<file path="src/rtl/ifetch_unit.sv">
// ============================================================================
// Module   : ifetch_unit
// Purpose  : Multi-cycle instruction fetch stage. Holds the PC, fetches one
//            instruction over a req/ack handshake, holds it for the decoder,
//            then computes the next PC from the decoder's control-flow fields.
// Option   : IFETCH_ALIGN_TRAP_EN - trap on a misaligned next PC (HALT state
//            plus sticky misaligned flag) instead of silently clearing [1:0].
// Revision : 1.0 - initial release
// ============================================================================
`default_nettype none

module ifetch_unit #(
   parameter logic [31:0] RESET_PC = 32'h0000_0000
) (
   input  logic        clk,
   input  logic        resetN,
   input  logic [1:0]  pcSrcCtrl,
   input  logic [25:0] jAddr,
   input  logic [31:0] imm,
   input  logic        brCond,
   input  logic [31:0] regA,
   input  logic        stall,
   output logic [31:0] imAddr,
   output logic        imReq,
   input  logic        imAck,
   input  logic [31:0] imData,
   output logic [31:0] instr,
   output logic        instrValid,
`ifdef IFETCH_ALIGN_TRAP_EN
   output logic        misaligned,
`endif
   output logic [31:0] pc,
   output logic [31:0] pcPlus4
);

   typedef enum logic [1:0] {
      ST_IDLE  = 2'd0,
      ST_FETCH = 2'd1,
`ifdef IFETCH_ALIGN_TRAP_EN
      ST_HALT  = 2'd3,
`endif
      ST_HOLD  = 2'd2
   } state_t;

   state_t      state;
   state_t      state_next;
   logic        capture;
   logic        retire;
   logic [31:0] branch_target;
   logic [31:0] raw_next;
   logic [31:0] next_pc;
`ifdef IFETCH_ALIGN_TRAP_EN
   logic        trap;
   logic        addr_fault;
`endif

   // Outputs depend only on registers and state: no ack/stall feed-through.
   assign imReq   = (state == ST_FETCH);
   assign imAddr  = pc;
   assign pcPlus4 = pc + 32'd4;

   // Next-PC selection; all arithmetic wraps modulo 2^32.
   always_comb begin
      branch_target = pcPlus4 + (imm << 2);
      case (pcSrcCtrl)
         2'b00:   raw_next = pcPlus4;
         2'b01:   raw_next = {pcPlus4[31:28], jAddr, 2'b00};
         2'b10:   raw_next = brCond ? branch_target : pcPlus4;
         default: raw_next = regA;
      endcase
`ifdef IFETCH_ALIGN_TRAP_EN
      next_pc    = raw_next;
      addr_fault = |raw_next[1:0];
`else
      // Only the jump-register path can produce low bits; drop them.
      next_pc    = raw_next & ~32'h3;
`endif
   end

   // State register; reset abandons any outstanding request at once.
   always_ff @(posedge clk or negedge resetN) begin
      if (!resetN) state <= ST_IDLE;
      else         state <= state_next;
   end

   // Next-state logic and datapath strobes.
   always_comb begin
      state_next = state;
      capture    = 1'b0;
      retire     = 1'b0;
`ifdef IFETCH_ALIGN_TRAP_EN
      trap       = 1'b0;
`endif
      case (state)
         ST_IDLE:  state_next = ST_FETCH;
         ST_FETCH: begin
            if (imAck) begin
               capture    = 1'b1;
               state_next = ST_HOLD;
            end
         end
         ST_HOLD: begin
            if (!stall) begin
`ifdef IFETCH_ALIGN_TRAP_EN
               if (addr_fault) begin
                  trap       = 1'b1;
                  state_next = ST_HALT;
               end else begin
                  retire     = 1'b1;
                  state_next = ST_FETCH;
               end
`else
               retire     = 1'b1;
               state_next = ST_FETCH;
`endif
            end
         end
`ifdef IFETCH_ALIGN_TRAP_EN
         ST_HALT:  state_next = ST_HALT;
`endif
         default:  state_next = ST_IDLE;
      endcase
   end

   // PC, held instruction and fault flag.
   always_ff @(posedge clk or negedge resetN) begin
      if (!resetN) begin
         pc         <= RESET_PC;
         instr      <= 32'd0;
         instrValid <= 1'b0;
`ifdef IFETCH_ALIGN_TRAP_EN
         misaligned <= 1'b0;
`endif
      end else begin
         if (capture) begin
            instr      <= imData;
            instrValid <= 1'b1;
         end
         if (retire) begin
            pc         <= next_pc;
            instrValid <= 1'b0;
         end
`ifdef IFETCH_ALIGN_TRAP_EN
         if (trap) begin
            misaligned <= 1'b1;
            instrValid <= 1'b0;
         end
`endif
      end
   end

endmodule

`default_nettype wire

</file>
<file path="config.mk">
export PLATFORM = sky130hd
export DESIGN_NAME = ifetch_unit
export DESIGN_NICKNAME = d
export VERILOG_FILES = /design/src/rtl/ifetch_unit.sv
export SDC_FILE = /design/constraint.sdc
export NUM_CORES = 1
export LEC_CHECK = 0
export CAP_MARGIN = 20
export CORE_AREA = 2 2 107 130
export CTS_CLUSTER_DIAMETER = 120
export CTS_CLUSTER_SIZE = 14
export DETAILED_ROUTE_END_ITERATION = 10
export DIE_AREA = 0 0 109 132
export PLACE_DENSITY = 0.92
export SETUP_SLACK_MARGIN = 0.2
export SYNTH_ARGS = -nofsm -noshare
export SYNTH_HDL_FRONTEND = slang
export SYNTH_SLANG_ARGS = --single-unit
</file>
<file path="constraint.sdc">
create_clock -name clk -period 9.5 [get_ports clk]
set_input_delay 2.85 -clock clk [delete_from_list [all_inputs] [get_ports clk]]
set_output_delay 2.85 -clock clk [all_outputs]
set_load 0.02 [all_outputs]
</file>
After elaboration in Yosys (flattened, before gate mapping)
Index checks and enable logic that the tools add are counted.
{ "word_totals": {"mem_bits_rw": 0, "latchBits": 0, "elab_cells": 27, "n_memories": 0, "romBits": 0, "ff_bits": 65} }
{ "classes": {"div_mod_pow": 0, "magnitude_cmp": 0, "n_mul": 0, "bitwise_logic": 0, "n_eq_ne": 6, "n_shift": 0, "n_mux": 11, "n_reduce_logical": 4, "add_sub_neg": 2} }
{ "op_table": {"columns": ["cell", "n"], "rows": [
  ["$pmux W32 S3", 1],
  ["$add A32 B3 Y32 const B", 1],
  ["$add A32 B32 Y32", 1],
  ["$mux W32", 1],
  ["$mux W1", 6],
  ["$pmux W2 S3", 1],
  ["$eq A2 B1 Y1 const B", 2],
  ["$eq A2 B2 Y1 const B", 2],
  ["$logic_not A2 Y1", 2],
  ["$mux W2", 2],
  ["$ne A2 B1 Y1 const B", 1],
  ["$ne A2 B2 Y1 const B", 1],
  ["$reduce_and A2 Y1", 1],
  ["$reduce_bool A2 Y1", 1]
]} }

Depth between registers and ports, before layout
{ "depth": {"ltp_word": 4, "depth_mapped": 15, "depth_no_buf": 14} }

Worst setup path after synthesis
No wires, ideal clock.
{ "synth_path": {"path_type": "input-to-reg", "start": "in imm[7]", "end": "reg pc[31], in the netlist imAddr[31]", "setup_time_ps": 139, "path_slack_ps": 4605, "cell_stages": 9, "required_time_ps": 9361, "arrival_ps": 4756, "path_cell_list": "ha_1 > and2_1 > a221o_1 > a22oi_1 > nand3_1 > and3_1 > or3_1 > a31oi_1 > o32ai_2"} }
{ "synth_via": {"elab_chain_len": 3} }
{ "synth_rtl": {"columns": ["element", "line_no", "text"], "rows": [
  ["start: declaration", "19", "input logic [31:0] imm,"],
  ["$add A32 B32 Y32", "64", "branch_target = pcPlus4 + (imm << 2);"],
  ["$mux W32", "68", "2'b10: raw_next = brCond ? branch_target : pcPlus4;"],
  ["$pmux W32 S3", "65", "case (pcSrcCtrl)"],
  ["end signal: assignment", "140", "pc <= next_pc;"],
  ["end: declaration", "32", "output logic [31:0] pc,"]
]} }
Every way passes these cells.
A chain may end at the register's enable or synchronous reset.

Final worst setup path
{ "layout_path": {"start": "reg pc[10], in the netlist imAddr[10]", "end": "out pcPlus4[20]"} }
{ "layout_via": {"elab_chain_len": 1} }
{ "layout_rtl": {"columns": ["element", "line_no", "text"], "rows": [
  ["$add A32 B3 Y32", "60", "assign pcPlus4 = pc + 32'd4;"],
  ["end: declaration", "33", "output logic [31:0] pcPlus4"]
]} }
Every way passes these cells.

==> results by group <==
Power
  – Pleak: 3.617 nW
  – Seq pwr share: 0.204
  – Switching Power: 1.348 mW
  – Pwr per Cell Area: 332.9 nW/µm²
  – Switching share of power: 0.4634
  – Clk pwr share: 0.125
  – Worst VDD drop: 0.2170 mV
  – Tot Pwr: 2.910 mW
  – Comb power frac: 0.671
  – Pint: 1.561 mW

Timing
  – Setup TNS: 0 ps
  – Final worst-path cycle share: 0.6338
  – Max Freq: 166.1 MHz
  – Final Skew: 5.778 ps
  – Relative slew slack: 0.4308
  – Setup Viol. Count Final: 0
  – Worst-Margin Slew: 853.7 ps
  – RSZ-0062 raised after global routing: no
  – Hold Vio Cnt, Final: 0
  – Fin crit period: 6021 ps
  – Final Max Tran Viols: 0
  – Setup ws final: 3479 ps

Run
  – Max-cap violations: 0

Yosys
  – Ys flop type: dfrtp_1
  – Post-synthesis xor/xnor area fraction: 0.06158
  – Synth cell types: 75
  – Avg Cell Area, Syn: 8.649 µm²
  – Leading post-synthesis cells by cell area: dfrtp_1 27%, mux2_2 8.4%, ha_1 7.4%
  – Post-synthesis adder-cell area fraction: 0.07770
  – Multiplexer share of the synthesized area: 0.1126
  – EDFF count, synth: 0
  – Synth Area in Simple Gates: 0.1881
  – Compound-Gate Fraction of Synth Area: 0.2145
  – Yosys top cell area share: 0.2687
  – Post-synth top area cell: dfrtp_1
  – Yosys reg bits: 65
  – Main combinational cell family by area after synthesis: compound AO/OA/AOI/OAI gates
  – Yosys warns: 0
  – Synthesized cell area: 6055 µm²
  – Async SR Flop Fraction: 1.000
  – Post-synthesis cell count: 700
  – Seq/Total Area, Yosys: 0.2687

Global routing
  – Vias in the first global route: 6485
  – Initial antenna violation count: 0
  – All-Layer GR Usage: 0.2977
  – First-pass GRT wire length: 33370 µm
  – Remaining Overflow, GRT: 0
  – Largest net degree at the start of global routing: 66

Detailed routing
  – Via count: 6519
  – # DRC: 0
  – Routed Antenna Nets: 0
  – WL final: 21490 µm
  – DRT iter0 DRCs: 360
  – Vias per cell: 6.042
  – DR WL/cell: 19.92 µm
  – TritonRoute pass-1 iters: 5

Final layout
  – Total area of sequential cells: 1627 µm²
  – FILL cells: 1091
  – Commonest non-fill, non-tap cell in the layout: clkdlybuf4s50_1
  – Net count reported at finish: 1072
  – Growth of design area from synthesis to finish: 44.37%
  – Share of cells above drive strength 1: 0.09550
  – Final core occ: 0.6690
  – Multi-input combinational cell area: 3985 µm²
  – Ant diodes: 0
  – Commonest cells after routing, fill and taps aside: 247 x clkdlybuf4s50_1, 65 x dfrtp_1, 62 x nand2_1
  – Finished Cell Area: 8741 µm²

Floorplanning
  – I/O pin count: 259
  – Initial Util: 0.4634
  – Core footprint: 13070 µm²
  – Row count: 46
  – Full die area: 14390 µm²
  – Die width: 109 µm
  – Die height: 132 µm

Setup path
  – Crit Path Category: reg -> out
  – Crit path cell chain: nand4_2 > nor3_1 > nand3_1 > xnor2_1 > clkdlybuf4s50_1
  – CP max-delay cell: clkdlybuf4s50_1
  – R2r setup slk: 5090 ps
  – Crit path buffers/inverters: 1
  – Critical Path Fanout Max: 6
  – CP peak stage delay: 720 ps
  – WP data required: 6650 ps
  – Crit path DAT: 3170 ps
  – Top Family by Delay on Critical Path: simple AND/OR/NAND/NOR gates
  – Worst setup EP type: primary output
  – Worst setup SP type: flop

Clock network
  – CTS Root Cell: clkbuf_16
  – PostCTS Resize Cnt: 0
  – Max Root-Sink Buffers: 2
  – CTS tree: built
  – Worst-Skew Late Latency: 320 ps
  – CTS Hold Bufs: 0
  – Number of post-CTS setup repair buffers: 0
  – Htree depth: 3
  – TritonCTS Buffers: 9
  – Clock sink count: 65
  – Clock-pin slew on the worst setup and hold paths: 60 ps

Place
  – Pre-CTS setup slack: 3764 ps
  – Port bufs: 248
  – Post-DP HPWL: 16840 µm
  – RePlAce Congestion: 0.9550
  – Placed cell area: 8412 µm²

Hold path
  – Worst min path class: reg -> reg

Run status
  – Status: finished, final reports clean
flip-flops by register name, summed over array words and instances (netlist names):
register,cells
state,2
imAddr,30
instr,32
instrValid,1
worst paths after layout:
| path | from | end | cells past startpoint |
|---|---|---|---|
| setup / recovery | imAddr[10] | pcPlus4[20] | 5 |
| hold / removal | instrValid | instrValid | 2 |
| setup reg to reg | imAddr[10] | imAddr[27] | 13 |
| hold reg to reg | instrValid | instrValid | 2 |
| max in group asynchronous | resetN | instr[25] | 2 |
| min in group asynchronous | resetN | instr[16] | 2 |
layout make-up:
| type | count | share of cell area |
|---|---|---|
| Clock buffer | 10 | 0.02734 |
| Sequential cell | 65 | 0.1861 |
| Clock inverter | 6 | 0.01031 |
| Multi-Input combinational cell | 559 | 0.4559 |
| Tap cell | 168 | 0.02405 |
| Timing Repair Buffer | 255 | 0.2894 |
| Inverter | 16 | 0.006871 |
cells in the mapped netlist (5+ instances only):
library cell	instances
nand2_1	62
and2_1	5
nor2b_1	7
o21a_1	7
a21oi_1	40
dfrtp_1	65
mux2i_1	13
a21o_1	15
xor2_1	7
o21ai_0	45
ha_1	36
o221ai_1	8
nor2_1	39
a31oi_1	6
nand4_1	12
xnor2_1	30
nand3_1	27
mux2_2	45
or3_1	11
o211ai_1	8
a211oi_1	9
and3_1	8
clkbuf_1	23
nor3_1	16
o22ai_1	15
inv_1	15
a221oi_1	7
buf_4	36
a22oi_1	6
worst reg2reg max path: stages, from the launching register on:
cell,delay [ps]
dfrtp_1,510
nand4_2,250
nor3_1,660
nand3_1,200
xnor2_1,520
ha_1,420
a21o_1,210
o21bai_1,180
or3_1,360
nor3_1,220
or2_1,220
o21ai_1,90
mux2i_1,140
a221o_1,310
routing by layer:
| layer | vias to the layer above | part of all wire | global-route usage |
|---|---|---|---|
| li1 | 2983 | - | - |
| met1 | 3059 | 0.35 | 0.3325 |
| met2 | 396 | 0.50 | 0.5159 |
| met3 | 81 | 0.094 | 0.07168 |
| met4 | 0 | 0.055 | 0.1524 |
| met5 | - | 0 | 0 |
metrics by stage:
stage	std cells	hold WS, ps
floorplan	705	543.7
global placement	1063	464.4
detailed placement	1063	468.9
CTS	1079	501.6
global route	1079	511.5
finish	1079	496.4
cells by family after synthesis:
family / Yosys count
simple gates: 217
compound gates: 198
buf+inv: 81
flops: 65
mux: 61
xor+xnor: 40
fa+ha+maj: 37
other cells: 1
power by group through the flow:
stage	logic (mW)	registers [mW]	clock network (mW)
global route	2.08	0.612	0.381
floorplan	1.07	0.707	0
CTS	1.94	0.592	0.369
global placement	1.90	0.585	0
finish	1.95	0.592	0.364
detailed placement	1.93	0.594	0
Note: power is estimated with default switching activity, not from simulation.
